[src/rtl/ej32_pkg.sv]
// ej32_pkg: shared types and constants for the eJ32 ALU extension sequencer.
// Contents:
//   DSZ_DEF      default datapath width
//   DIV_LAT      accept-to-done latency of a divide, in cycles
//   alu_ext_op_t request opcode (MUL, MULH, DIV, REM, UDIV, UREM)
//   alu_ext_st_t sequencer state
package ej32_pkg;

  localparam int DSZ_DEF = 32;

  // The accept cycle counts as cycle 0, so done is seen in cycle DSZ+2.
  localparam int DIV_LAT = DSZ_DEF + 2;

  typedef enum logic [2:0] {
    OP_MUL  = 3'd0,
    OP_MULH = 3'd1,
    OP_DIV  = 3'd2,
    OP_REM  = 3'd3,
    OP_UDIV = 3'd4,
    OP_UREM = 3'd5
  } alu_ext_op_t;

  typedef enum logic [2:0] {
    S_IDLE   = 3'd0,
    S_MUL    = 3'd1,
    S_ZERO   = 3'd2,
    S_DSTART = 3'd3,
    S_DWAIT  = 3'd4,
    S_DONE   = 3'd5
  } alu_ext_st_t;

endpackage

[src/rtl/div_int.sv]
// div_int: iterative unsigned restoring divider, one quotient bit per cycle.
// Ports:
//   clk    in  1     clock
//   start  in  1     load x/y and begin; one cycle wide
//   x      in  DSZ   dividend
//   y      in  DSZ   divisor (never zero when started)
//   busy   out 1     iterations still in progress
//   q      out DSZ   quotient, valid once busy drops
//   r      out DSZ   remainder, valid once busy drops
// The unit has no reset: a new start always reloads it, and busy is only
// looked at while a divide started by the sequencer is outstanding.
module div_int
  import ej32_pkg::*;
#(
  parameter int DSZ = DSZ_DEF
) (
  input  logic           clk,
  input  logic           start,
  input  logic [DSZ-1:0] x,
  input  logic [DSZ-1:0] y,
  output logic           busy,
  output logic [DSZ-1:0] q,
  output logic [DSZ-1:0] r
);

  localparam int CW = $clog2(DSZ + 1);

  logic [DSZ-1:0] y_q;
  logic [CW-1:0]  cnt;
  logic [DSZ-1:0] r_cur;
  logic [DSZ-1:0] q_cur;
  logic [DSZ-1:0] y_cur;
  logic [DSZ:0]   r_sh;
  logic [DSZ:0]   diff;
  logic [DSZ-1:0] r_nxt;
  logic [DSZ-1:0] q_nxt;

  // One restoring step. On the start cycle the step works straight from the
  // inputs, so the first quotient bit is produced on the load edge itself.
  always_comb begin
    r_cur = start ? '0 : r;
    q_cur = start ? x  : q;
    y_cur = start ? y  : y_q;
    r_sh  = {r_cur, q_cur[DSZ-1]};
    diff  = r_sh - {1'b0, y_cur};
    if (!diff[DSZ]) begin
      r_nxt = diff[DSZ-1:0];
      q_nxt = {q_cur[DSZ-2:0], 1'b1};
    end else begin
      r_nxt = r_sh[DSZ-1:0];
      q_nxt = {q_cur[DSZ-2:0], 1'b0};
    end
  end

  // Load performs step 1; the remaining DSZ-1 steps run while busy.
  always_ff @(posedge clk) begin
    if (start) begin
      y_q  <= y;
      r    <= r_nxt;
      q    <= q_nxt;
      cnt  <= CW'(DSZ - 1);
      busy <= 1'b1;
    end else if (busy) begin
      r   <= r_nxt;
      q   <= q_nxt;
      cnt <= cnt - 1'b1;
      if (cnt == CW'(1)) begin
        busy <= 1'b0;
      end
    end
  end

endmodule

[src/rtl/mult.sv]
// mult: combinational unsigned DSZ x DSZ multiplier producing the full
// 2*DSZ-bit product. Signs are handled by the sequencer.
// Ports:
//   a  in  DSZ     multiplicand magnitude
//   b  in  DSZ     multiplier magnitude
//   p  out 2*DSZ   unsigned product
module mult
  import ej32_pkg::*;
#(
  parameter int DSZ = DSZ_DEF
) (
  input  logic [DSZ-1:0]   a,
  input  logic [DSZ-1:0]   b,
  output logic [2*DSZ-1:0] p
);

  // Both operands are zero-extended so the multiply is done at full width.
  assign p = {{DSZ{1'b0}}, a} * {{DSZ{1'b0}}, b};

endmodule

[src/rtl/alu_ext_seq.sv]
// alu_ext_seq: sequencer for the eJ32 ALU extension units. Takes one
// MUL/MULH/DIV/REM/UDIV/UREM request at a time, runs it on the unsigned
// multiplier or the iterative divider, applies Java signed semantics, and
// returns the result with a one-cycle done pulse.
// Ports:
//   clk   in  1    clock
//   rst   in  1    synchronous active-high reset
//   req   in  1    request valid, sampled only while rdy=1
//   op    in  3    alu_ext_op_t opcode
//   a     in  DSZ  dividend / multiplicand
//   b     in  DSZ  divisor / multiplier
//   rdy   out 1    idle; request accepted on a req&rdy edge
//   done  out 1    one-cycle pulse, res/dz valid
//   res   out DSZ  result, held until the next done
//   dz    out 1    divide-by-zero flag, held until the next done
module alu_ext_seq
  import ej32_pkg::*;
#(
  parameter int DSZ = DSZ_DEF
) (
  input  logic           clk,
  input  logic           rst,
  input  logic           req,
  input  logic [2:0]     op,
  input  logic [DSZ-1:0] a,
  input  logic [DSZ-1:0] b,
  output logic           rdy,
  output logic           done,
  output logic [DSZ-1:0] res,
  output logic           dz
);

  alu_ext_st_t    state;
  alu_ext_op_t    op_q;
  logic [DSZ-1:0] a_mag;
  logic [DSZ-1:0] b_mag;
  logic           a_neg;
  logic           b_neg;

  alu_ext_op_t    op_in;
  logic           is_signed;
  logic           is_div;
  logic [DSZ-1:0] a_abs;
  logic [DSZ-1:0] b_abs;

  logic [2*DSZ-1:0] prod;
  logic [2*DSZ-1:0] prod_fix;
  logic             div_start;
  logic             div_busy;
  logic [DSZ-1:0]   div_q;
  logic [DSZ-1:0]   div_r;
  logic [DSZ-1:0]   q_fix;
  logic [DSZ-1:0]   r_fix;

  // Decode the incoming request and form operand magnitudes. The most
  // negative value maps onto itself, which is the correct unsigned magnitude.
  always_comb begin
    op_in     = alu_ext_op_t'(op);
    is_signed = (op_in == OP_MUL) || (op_in == OP_MULH) ||
                (op_in == OP_DIV) || (op_in == OP_REM);
    is_div    = (op_in == OP_DIV)  || (op_in == OP_REM) ||
                (op_in == OP_UDIV) || (op_in == OP_UREM);
    a_abs     = (is_signed && a[DSZ-1]) ? -a : a;
    b_abs     = (is_signed && b[DSZ-1]) ? -b : b;
  end

  // Restore signs on the unsigned results. Quotient truncates toward zero and
  // the remainder follows the dividend, so MIN/-1 wraps back to MIN.
  always_comb begin
    prod_fix = (a_neg ^ b_neg) ? -prod  : prod;
    q_fix    = (a_neg ^ b_neg) ? -div_q : div_q;
    r_fix    = a_neg ? -div_r : div_r;
  end

  mult #(.DSZ(DSZ)) u_mult (
    .a (a_mag),
    .b (b_mag),
    .p (prod)
  );

  div_int #(.DSZ(DSZ)) u_div (
    .clk   (clk),
    .start (div_start),
    .x     (a_mag),
    .y     (b_mag),
    .busy  (div_busy),
    .q     (div_q),
    .r     (div_r)
  );

  // Sequencer FSM with registered rdy/done/div_start. div_start is raised
  // on the accept edge so it is high for exactly the DSTART cycle.
  always_ff @(posedge clk) begin
    if (rst) begin
      state     <= S_IDLE;
      rdy       <= 1'b1;
      done      <= 1'b0;
      res       <= '0;
      dz        <= 1'b0;
      div_start <= 1'b0;
      op_q      <= OP_MUL;
      a_mag     <= '0;
      b_mag     <= '0;
      a_neg     <= 1'b0;
      b_neg     <= 1'b0;
    end else begin
      done      <= 1'b0;
      div_start <= 1'b0;
      case (state)
        S_IDLE: begin
          if (req) begin
            op_q  <= op_in;
            a_mag <= a_abs;
            b_mag <= b_abs;
            a_neg <= is_signed & a[DSZ-1];
            b_neg <= is_signed & b[DSZ-1];
            rdy   <= 1'b0;
            if (is_div && (b == '0)) begin
              state <= S_ZERO;
            end else if (is_div) begin
              state     <= S_DSTART;
              div_start <= 1'b1;
            end else begin
              state <= S_MUL;
            end
          end
        end
        S_MUL: begin
          res   <= (op_q == OP_MULH) ? prod_fix[2*DSZ-1:DSZ] : prod_fix[DSZ-1:0];
          dz    <= 1'b0;
          done  <= 1'b1;
          state <= S_DONE;
        end
        S_ZERO: begin
          res   <= '0;
          dz    <= 1'b1;
          done  <= 1'b1;
          state <= S_DONE;
        end
        S_DSTART: begin
          state <= S_DWAIT;
        end
        S_DWAIT: begin
          if (!div_busy) begin
            res   <= ((op_q == OP_DIV) || (op_q == OP_UDIV)) ? q_fix : r_fix;
            dz    <= 1'b0;
            done  <= 1'b1;
            state <= S_DONE;
          end
        end
        S_DONE: begin
          rdy   <= 1'b1;
          state <= S_IDLE;
        end
        default: begin
          rdy   <= 1'b1;
          state <= S_IDLE;
        end
      endcase
    end
  end

endmodule

[config.mk]
export PLATFORM = sky130hd
export DESIGN_NAME = alu_ext_seq
export DESIGN_NICKNAME = d
export VERILOG_FILES = /design/src/rtl/ej32_pkg.sv /design/src/rtl/div_int.sv /design/src/rtl/mult.sv /design/src/rtl/alu_ext_seq.sv
export SDC_FILE = /design/constraint.sdc
export NUM_CORES = 2
export LEC_CHECK = 0
export CORE_MARGIN = 2
export CORE_UTILIZATION = 50
export DETAILED_ROUTE_END_ITERATION = 7
export PLACE_DENSITY = 0.69
export SKIP_CTS_REPAIR_TIMING = 1
export SYNTH_ARGS = -nofsm -noshare
export SYNTH_HDL_FRONTEND = slang
export SYNTH_SLANG_ARGS = --single-unit
export TNS_END_PERCENT = 100
[constraint.sdc]
create_clock -name clk -period 7.7 [get_ports clk]
set_input_delay 0.77 -clock clk [delete_from_list [all_inputs] [get_ports clk]]
set_output_delay 0.77 -clock clk [all_outputs]
set_load 0.02 [all_outputs]
==> impl_results.md <==
* Status: finished with violations
* Failing checks: negative setup slack
* Ports at 105
* Total power at 24,800 µW
* Initial Utilization at 50.4%
* Die Ht at 316 µm
* Top cells by count, synth: inv_1, fa_1, nand2_1, and2_1, ha_1
* Psw at 12,700 µW
* Clock transition at path regs at 0.07 ns
* Distinct cells, synth at 99
* First-pass GRT wire length at 245,000 µm
* Slew @ Worst Pin at 1.09 ns
* Cell mode on critical path: fa_1
* Detailed Place HPWL at 131,000 µm
* Clk_skew at 0.0251 ns
* Core area at 0.0967 mm²
* Gate power share at 86.0%
* Achievable Freq at 118 MHz
* CP Max Fanout at 13
* Layout fillers at 8,261
* RSZ-0062 raised after global routing: yes
* Syn. warnings at 0
* HP Class: flop to flop
* Internal at 12,100 µW
* Root Driver: clkbuf_16
* Top FF cell, synth: dfxtp_1
* Worst Path Required at 8.18 ns
* Initial antenna violation count at 4
* All-layer global routing usage at 31.7%
* Initial drt markers at 3,442
* Worst path slowest cell: fa_2
* Fin. Hold Viols at 0
* Vias per std cell at 5.67
* R2R setup slack at -0.80 ns
* Area occupied by multi-input gates at 0.0406 mm²
* CTS Buf Count at 26
* Post-DR wirelength/cell at 21.6 µm
* CTS tree: yes
* CP Data Arrival Time at 8.98 ns
* Post-synth top area share at 36.8%
* Die X at 316 µm
* Placer Congestion at 0.967
* Fin util at 60.9%
* Residual DRC count at 0
* Most common cell in the synthesized netlist: inv_1
* Syn-to-layout area delta at 20.9%
* Slack of the critical path at -0.796 ns
* Fin crit share at 110%
* Top Metal Used: met5
* Nets at 7,361
* Flop pwr share at 8.8%
* #FFs+latches synth at 211
* Clk buf depth at 3
* Detail Route Antenna Nets at 0
* Clock latency on the worst-skew pair at 0.61 ns
* Synthesized instance count at 5,571
* WL met2 at 74,600 µm
* Row count at 114
* Port bufs at 104
* Post-layout min period at 8.50 ns
* Net Sw Frac at 51.2%
* Sequential area share after synthesis at 9.98%
* EDFF count, synth at 64
* Share of flip-flops with an asynchronous set or reset at 0%
* Max-slew violations at 0
* Metal3 WL at 13,800 µm
* Synth Area per Inst at 8.75 µm²
* Fin area at 0.0589 mm²
* Total number of vias at 41,900
* Finish-stage setup viols at 32
* First drt pass iteration count at 5
* Post-Synthesis Net Count at 6,840
* Crit path launch type: flop
* Clock power frac at 5.1%
* P_leak at 0.0275 µW
* H-Tree Depth at 1
* Cell Area, Synth at 0.0488 mm²
* Largest net degree at the start of global routing at 68
* Crit end category: flop
* Clk sink count at 211
* VDD IR max at 0.607 mV
* Register area at 0.00494 mm²
* Placed Instance Area at 0.0564 mm²
* Drt total wl at 160,000 µm
* Max incr delay on CP at 0.60 ns
* Top cells by area, synth: fa_1, ha_1, and2_1
* DIE AREA at 0.100 mm²
* Vias in the first global route at 43,100
* Relative slew slack at 27.2%
* WL met1 at 63,000 µm
* Critical path class: flop to flop
* Max Cap Viol at 0
* Area leader, netlist: fa_1
* Layout cell share with drive strength beyond 1 at 18.2%
* PwrDens at 421 mW/mm²
* Grt total ovfl at 0
## critical path: cells and delay by family (launching register included)
kind | cells | cell delay, ns
adder cells (fa/ha/maj) | 9 | 4.10
AO/OA/AOI/OAI | 10 | 2.26
AND/OR/NAND/NOR | 3 | 1.00
buffers and inverters | 5 | 0.63
flip-flops | 1 | 0.37
## stage by stage
step | hold slack (ns) | setup TNS (ns) | worst slack [ns] | std cells
finish | 0.475 | -20.29 | -0.796 | 7393
global route | 0.494 | -28.65 | -1.03 | 7388
CTS | 0.471 | -27.96 | -1.03 | 7343
detailed placement | 0.457 | -26.80 | -1.02 | 7295
global placement | 0.445 | -24.73 | -0.917 | 7295
floorplan | 0.430 | -3.73 | -0.402 | 5571
## cell families after synthesis
family	Yosys count	share of synthesized area, %
compound gates	722	9.89
xor+xnor	224	4.02
fa+ha+maj	1199	44.6
buf+inv	1242	9.68
flops	211	9.98
mux	107	2.35
simple gates	1866	19.5
## layout by cell type, fill, tap and decap left out, drive strengths merged, types with 14 or more instances in the layout
cell type and n:
mux2i 46, nor2b 40, nand4 36, a22oi 15
a211oi 70, edfxtp 64, nor3 67, and2 605
nor4 30, o21ai 133, a21oi 205, o31ai 36
o21a 27, o221ai 14, fa 897, o41ai 15
xor2 97, a31oi 20, clkdlybuf4s50 103, buf 707
xnor2 127, nand2 653, dfxtp 147, or4 20
inv 921, or3 37, mux2 61, a311oi 17
a21o 38, clkbuf 37, nor2 250, ha 302
o211ai 30, nand3 39, nand2b 28
## flip-flops by register name (all words and copies together), names as in the netlist, 3 cells and up
signal     flops
op_q           3
u_div.cnt      6
u_div.q       32
u_div.y_q     32
res           32
b_mag         32
u_div.r       32
state          3
a_mag         32
## per-layer routing
metal / up-vias / global-route usage [%]
met5: - / 0
met2: 1799 / 52.6
li1: 18700 / -
met3: 434 / 4.32
met1: 21000 / 41.9
met4: 4 / 13.1
## final cells by class
class,count,share of cell area [%]
inverters,919,5.85
flip-flops and latches,211,8.38
repair buffers,816,12.8
clock inverters,17,0.255
diodes,5,0.0212
clock buffers,31,1.19
well taps,1276,2.71
multi-input cells,4118,68.8
## path summary, 6_finish.rpt
path,start,end,cells after the start
worst max-delay path,a_mag[16],res[28],27
worst min-delay path,u_div.y_q[5],u_div.y_q[5],2
worst max register to register,a_mag[16],res[28],27
worst min register to register,u_div.y_q[5],u_div.y_q[5],2
## power groups by stage
stage	registers [µW]	clock network (µW)	logic (µW)
6_report	2190	1280	21300
5_1_grt	2230	1320	22900
4_1_cts	2170	1290	19300
3_5_place_dp	2190	0	19100
3_3_place_gp	2180	0	19000
2_1_floorplan	2030	0	10800
Note: power is estimated with default switching activity, not from simulation.
